$ cat src/rtl/mem_port_arbiter.sv
// Round-robin arbiter sharing one pipelined memory port between the cpu and ard requesters.
// Read data returns to its issuer RD_LAT+1 edges after issue, in issue order.
module mem_port_arbiter #(
    parameter int ADDR_W = 20,
    parameter int DATA_W = 16,
    parameter int RD_LAT = 1
) (
    input  logic              clk,
    input  logic              rst,
    input  logic              cpu_req,
    input  logic              cpu_we,
    input  logic [ADDR_W-1:0] cpu_addr,
    input  logic [DATA_W-1:0] cpu_wdata,
    output logic              cpu_gnt,
    output logic              cpu_rvalid,
    output logic [DATA_W-1:0] cpu_rdata,
    input  logic              ard_req,
    input  logic              ard_we,
    input  logic [ADDR_W-1:0] ard_addr,
    input  logic [DATA_W-1:0] ard_wdata,
    output logic              ard_gnt,
    output logic              ard_rvalid,
    output logic [DATA_W-1:0] ard_rdata,
    output logic              mem_en,
    output logic              mem_we,
    output logic [ADDR_W-1:0] mem_addr,
    output logic [DATA_W-1:0] mem_wdata,
    input  logic [DATA_W-1:0] mem_rdata
);

    logic              cpu_gnt_q, cpu_gnt_d, ard_gnt_q, ard_gnt_d;
    logic              cpu_rvalid_q, cpu_rvalid_d, ard_rvalid_q, ard_rvalid_d;
    logic [DATA_W-1:0] cpu_rdata_q, cpu_rdata_d, ard_rdata_q, ard_rdata_d;
    logic              mem_en_q, mem_en_d, mem_we_q, mem_we_d;
    logic [ADDR_W-1:0] mem_addr_q, mem_addr_d;
    logic [DATA_W-1:0] mem_wdata_q, mem_wdata_d;
    logic              owner_q, owner_d;       // 1 = current mem access belongs to ard
    logic              last_ard_q, last_ard_d; // 1 = ard holds the most recent grant
    logic [RD_LAT-1:0] tag_vld_q, tag_vld_d, tag_own_q, tag_own_d;
    logic              cpu_elig, ard_elig, pick_cpu, pick_ard, issue;

    always_comb begin
        // A request already granted this cycle is still high; it must not issue twice.
        cpu_elig = cpu_req & ~cpu_gnt_q;
        ard_elig = ard_req & ~ard_gnt_q;
        pick_ard = ard_elig & (~cpu_elig | ~last_ard_q);
        pick_cpu = cpu_elig & ~pick_ard;
        issue    = pick_cpu | pick_ard;

        cpu_gnt_d   = pick_cpu;
        ard_gnt_d   = pick_ard;
        mem_en_d    = issue;
        mem_we_d    = 1'b0;
        mem_addr_d  = mem_addr_q;
        mem_wdata_d = mem_wdata_q;
        owner_d     = owner_q;
        last_ard_d  = last_ard_q;
        if (issue) begin
            mem_we_d    = pick_ard ? ard_we    : cpu_we;
            mem_addr_d  = pick_ard ? ard_addr  : cpu_addr;
            mem_wdata_d = pick_ard ? ard_wdata : cpu_wdata;
            owner_d     = pick_ard;
            last_ard_d  = pick_ard;
        end

        // The tag enters one edge after issue, taken from the registered mem_* strobe,
        // so it leaves exactly when mem_rdata has been valid for one cycle.
        tag_vld_d    = tag_vld_q << 1;
        tag_own_d    = tag_own_q << 1;
        tag_vld_d[0] = mem_en_q & ~mem_we_q;
        tag_own_d[0] = owner_q;

        cpu_rvalid_d = 1'b0;
        ard_rvalid_d = 1'b0;
        cpu_rdata_d  = cpu_rdata_q;
        ard_rdata_d  = ard_rdata_q;
        if (tag_vld_q[RD_LAT-1]) begin
            if (tag_own_q[RD_LAT-1]) begin
                ard_rvalid_d = 1'b1;
                ard_rdata_d  = mem_rdata;
            end else begin
                cpu_rvalid_d = 1'b1;
                cpu_rdata_d  = mem_rdata;
            end
        end
    end

    always_ff @(posedge clk or posedge rst) begin
        if (rst) begin
            cpu_gnt_q    <= 1'b0;
            ard_gnt_q    <= 1'b0;
            cpu_rvalid_q <= 1'b0;
            ard_rvalid_q <= 1'b0;
            cpu_rdata_q  <= '0;
            ard_rdata_q  <= '0;
            mem_en_q     <= 1'b0;
            mem_we_q     <= 1'b0;
            mem_addr_q   <= '0;
            mem_wdata_q  <= '0;
            owner_q      <= 1'b0;
            last_ard_q   <= 1'b1;
            tag_vld_q    <= '0;
            tag_own_q    <= '0;
        end else begin
            cpu_gnt_q    <= cpu_gnt_d;
            ard_gnt_q    <= ard_gnt_d;
            cpu_rvalid_q <= cpu_rvalid_d;
            ard_rvalid_q <= ard_rvalid_d;
            cpu_rdata_q  <= cpu_rdata_d;
            ard_rdata_q  <= ard_rdata_d;
            mem_en_q     <= mem_en_d;
            mem_we_q     <= mem_we_d;
            mem_addr_q   <= mem_addr_d;
            mem_wdata_q  <= mem_wdata_d;
            owner_q      <= owner_d;
            last_ard_q   <= last_ard_d;
            tag_vld_q    <= tag_vld_d;
            tag_own_q    <= tag_own_d;
        end
    end

    assign cpu_gnt    = cpu_gnt_q;
    assign ard_gnt    = ard_gnt_q;
    assign cpu_rvalid = cpu_rvalid_q;
    assign ard_rvalid = ard_rvalid_q;
    assign cpu_rdata  = cpu_rdata_q;
    assign ard_rdata  = ard_rdata_q;
    assign mem_en     = mem_en_q;
    assign mem_we     = mem_we_q;
    assign mem_addr   = mem_addr_q;
    assign mem_wdata  = mem_wdata_q;

endmodule
$ cat config.mk
export PLATFORM = sky130hd
export DESIGN_NAME = mem_port_arbiter
export DESIGN_NICKNAME = d
export VERILOG_FILES = /design/src/rtl/mem_port_arbiter.sv
export SDC_FILE = /design/constraint.sdc
export NUM_CORES = 1
export LEC_CHECK = 0
export CORE_MARGIN = 8
export CORE_UTILIZATION = 40
export CTS_BUF_LIST = sky130_fd_sc_hd__clkbuf_16
export CTS_CLUSTER_SIZE = 40
export DETAILED_ROUTE_END_ITERATION = 8
export HOLD_SLACK_MARGIN = 0.05
export PLACE_DENSITY = 0.82
export SLEW_MARGIN = 20
export SYNTH_ARGS = -nofsm -noshare
export SYNTH_HDL_FRONTEND = slang
export SYNTH_SLANG_ARGS = --single-unit
$ cat constraint.sdc
create_clock -name clk -period 6.5 [get_ports clk]
set_input_delay 1.3 -clock clk [delete_from_list [all_inputs] [get_ports clk]]
set_output_delay 1.3 -clock clk [all_outputs]
set_load 0.02 [all_outputs]
==> metrics.txt <==
run status completed; gr usage total 0.1720; Max VDD drop 0.2078 mV; # diodes 0; fmax between 0.3 and 0.4 GHz; H-tree Lvls 3; final setup fails 0; combinational share of power 0.411; post-synthesis adder-cell area fraction 0; routability-driven placement congestion ratio a little under 0.8; switching portion of total power 0.3185; post-CTS setup buffer count 0; Psw just under 0.0007 W; Simple-Gate Fraction of Synth Area 0.1027; DRT iter0 DRCs 154; clock sink total just under 80; Ports approximately 170; slew margin rel. 0.3061; DIE WIDTH 105.0 µm; hold-fix buffers at CTS 0; # port buffers between 150 and 200; actual transition at the worst max-transition pin just over 1000 ps; reg2reg path depth 4; top-area cell type share of the netlist area 0.6082; multi-input logic area about 0.0011 mm²; Die Area between 0.01 and 0.015 mm²; DRC Markers 0; Synth Area in XOR/XNOR 0; Pwr Density 411.2 mW/mm²; reg-to-reg slack, setup approximately 4300 ps; Max Slew Vio Count 0; Rows 32; CTS tree done; WL per Instance slightly below 20 µm; Yosys cell types 17; Seq cells post-synth around 80; dominant cell type by area after synthesis dfrtp_1; multiplexer area fraction after synthesis 0.1137; clk buf depth 2; Fin. Hold Viols 0; peak per-stage delay on the critical path approximately 900 ps; synthesis-to-layout area growth 64.30%; Final Cell Area roughly 0.0052 mm²; layout cells sized above 1 0.1484; first-pass GRT wire length about 15000 µm; CP Data Arrival Time about 3500 ps; top cells by area, synth dfrtp_1 61%, a221o_1 11%, mux2_2 11%, nor3b_1 8.5%, buf_2 2.2%; Post-Route WL around 9500 µm; worst path cell trace clkdlybuf4s50_1 > nor2b_2 > buf_4 > a21boi_4 > a221o_1; cell depth of the worst hold path 0; cell internal pwr roughly 0.0015 W; via-per-instance ratio 5.228; DR vias about 2500; antenna-violating nets left 0; area fraction in compound gates after synthesis 0.1236; PostCTS Resize Cnt 0; RSZ-0062 raised after global routing false; largest net degree at the start of global routing a little under 80; CP Max Fanout 39; Synthesis Warnings 0; Setup Crit Path Kind input pin to register; placed cell area around 0.005 mm²; Leakage about 2.1 nW; Mean Syn Cell Area between 10 and 15 µm²; Critical Path Start ard_req; clock slew at reported path FFs approximately 60 ps; Die Y roughly 100 µm; Cells after Synth 218; Cells after DPL 471; Final TNS setup 0 ps; Max Cap Viol 0; worst skew pair latency 320 ps; largest family of logic cells by synthesized area compound AO/OA/AOI/OAI gates; fillcell total 592; Synth Cell Area around 0.0032 mm²; Critical-path top delay cell a21boi_4; hold wc startpoint owner_q; Worst EP required between 6000 and 7000 ps; register share of total power 0.347; Cell Count, Final, Fillers Out slightly below 500; Clock Skews between 5 and 6 ps; origin of the critical flop-to-flop path ard_gnt; Setup crit end kind register; Net Count, Synth roughly 310; clock power share 0.243; period utilization 0.4943; vias in the first global route around 2800; core area a little under 0.008 mm²; worst hold path class register to register; post-route minimum period around 3200 ps; Initial Utilization 0.4121; CP Launch Type input pin; register area between 0.0015 and 0.002 mm²; DP HPWL between 7000 and 8000 µm; register area share after synthesis 0.6165; share of the core filled with cells 0.6771; Overflow after GRT 0; iteration count of the initial detailed-routing pass 4; nets 474; total CTS buffers 9; Clock Tree Root clkbuf_16; initial antenna violation count 0
==> area by class of cell <==
cell class | count | area share
tap | 102 | 0.02452
clock inverter | 6 | 0.01683
inverter | 4 | 0.003125
clock buffer | 9 | 0.04327
sequential | 78 | 0.3752
multi-input combinational | 117 | 0.2115
timing repair buffer | 170 | 0.3255
==> cells by family (layout without fill, tap and decap cells) <==
family,count (synthesis),in the layout
AOI/OAI and AO/OA,40,40
buffers and inverters,23,189
DFF,78,78
muxes,32,32
and+or+nand+nor,45,45
==> power by group through the flow <==
stage          Combinational, W  Clock (W)  Sequential, W
5_1_grt                0.000930   0.000554       0.000764
6_report               0.000880   0.000519       0.000742
2_1_floorplan          0.000249          0       0.000938
3_3_place_gp           0.000876          0       0.000739
3_5_place_dp           0.000894          0       0.000749
4_1_cts                0.000895   0.000530       0.000743
==> Yosys cell counts <==
library cell  instances
buf_2                14
a21o_1                2
nor3b_1              36
buf_4                 1
nor2_1                2
nand2_1               1
buf_6                 4
dfstp_2               1
nor3b_2               1
nor2b_1               3
a21boi_1              1
a221o_1              36
mux2_2               32
a22o_1                1
nand2b_1              2
dfrtp_1              77
inv_1                 4
==> metrics by stage <==
| stage | setup WS [ps] | total power [W] | hold slack (ps) |
|---|---|---|---|
| after detailed placement | 2921 | 0.001643 | 368.0 |
| after global placement | 2989 | 0.001615 | 364.0 |
| final | 3287 | 0.002141 | 375.5 |
| after CTS | 3270 | 0.002167 | 376.7 |
| after global routing | 3115 | 0.002249 | 384.1 |
| after floorplan | 3207 | 0.001187 | 354.3 |
==> sequential cells by signal, summed over array words and instances, names as in the netlist <==
signal	cells
tag_own_q	1
ard_rdata	16
ard_gnt	1
cpu_gnt	1
owner_q	1
mem_wdata	16
mem_we	1
cpu_rvalid	1
mem_en	1
ard_rvalid	1
mem_addr	20
last_ard_q	1
tag_vld_q	1
cpu_rdata	16
==> layout by cell type, fill, tap and decap left out, drive strengths merged, types with 2 or more instances in the layout <==
master         Yosys  layout
a21o               2       2
a221o             36      36
buf               19       3
bufinv             0       2
clkbuf             0       9
clkdlybuf4s50      0     167
clkinv             0       2
clkinvlp           0       3
dfrtp             77      77
inv                4       3
mux2              32      32
nand2b             2       2
nor2               2       2
nor2b              3       3
nor3b             37      37
==> routing by layer <==
metal,vias up,global-route usage,share of wire
li1,1153,-,-
met1,1264,0.1925,0.39
met2,113,0.2900,0.51
met3,11,0.07125,0.090
met4,0,0.05708,0.011
met5,-,0,0
==> critical path: cells and delay by family <==
kind / cells / cell delay [ps]
buffers and inverters: 2 / 840
and+or+nand+nor: 1 / 130
AOI/OAI and AO/OA: 2 / 1190
==> worst paths after layout <==
check,end
worst max-delay path,mem_wdata[10]
worst min-delay path,tag_own_q
worst max register to register,mem_wdata[10]
worst min register to register,tag_own_q
max in group asynchronous,mem_addr[10]
min in group asynchronous,cpu_rdata[11]
No activity file was read; power rests on OpenSTA's default activity.
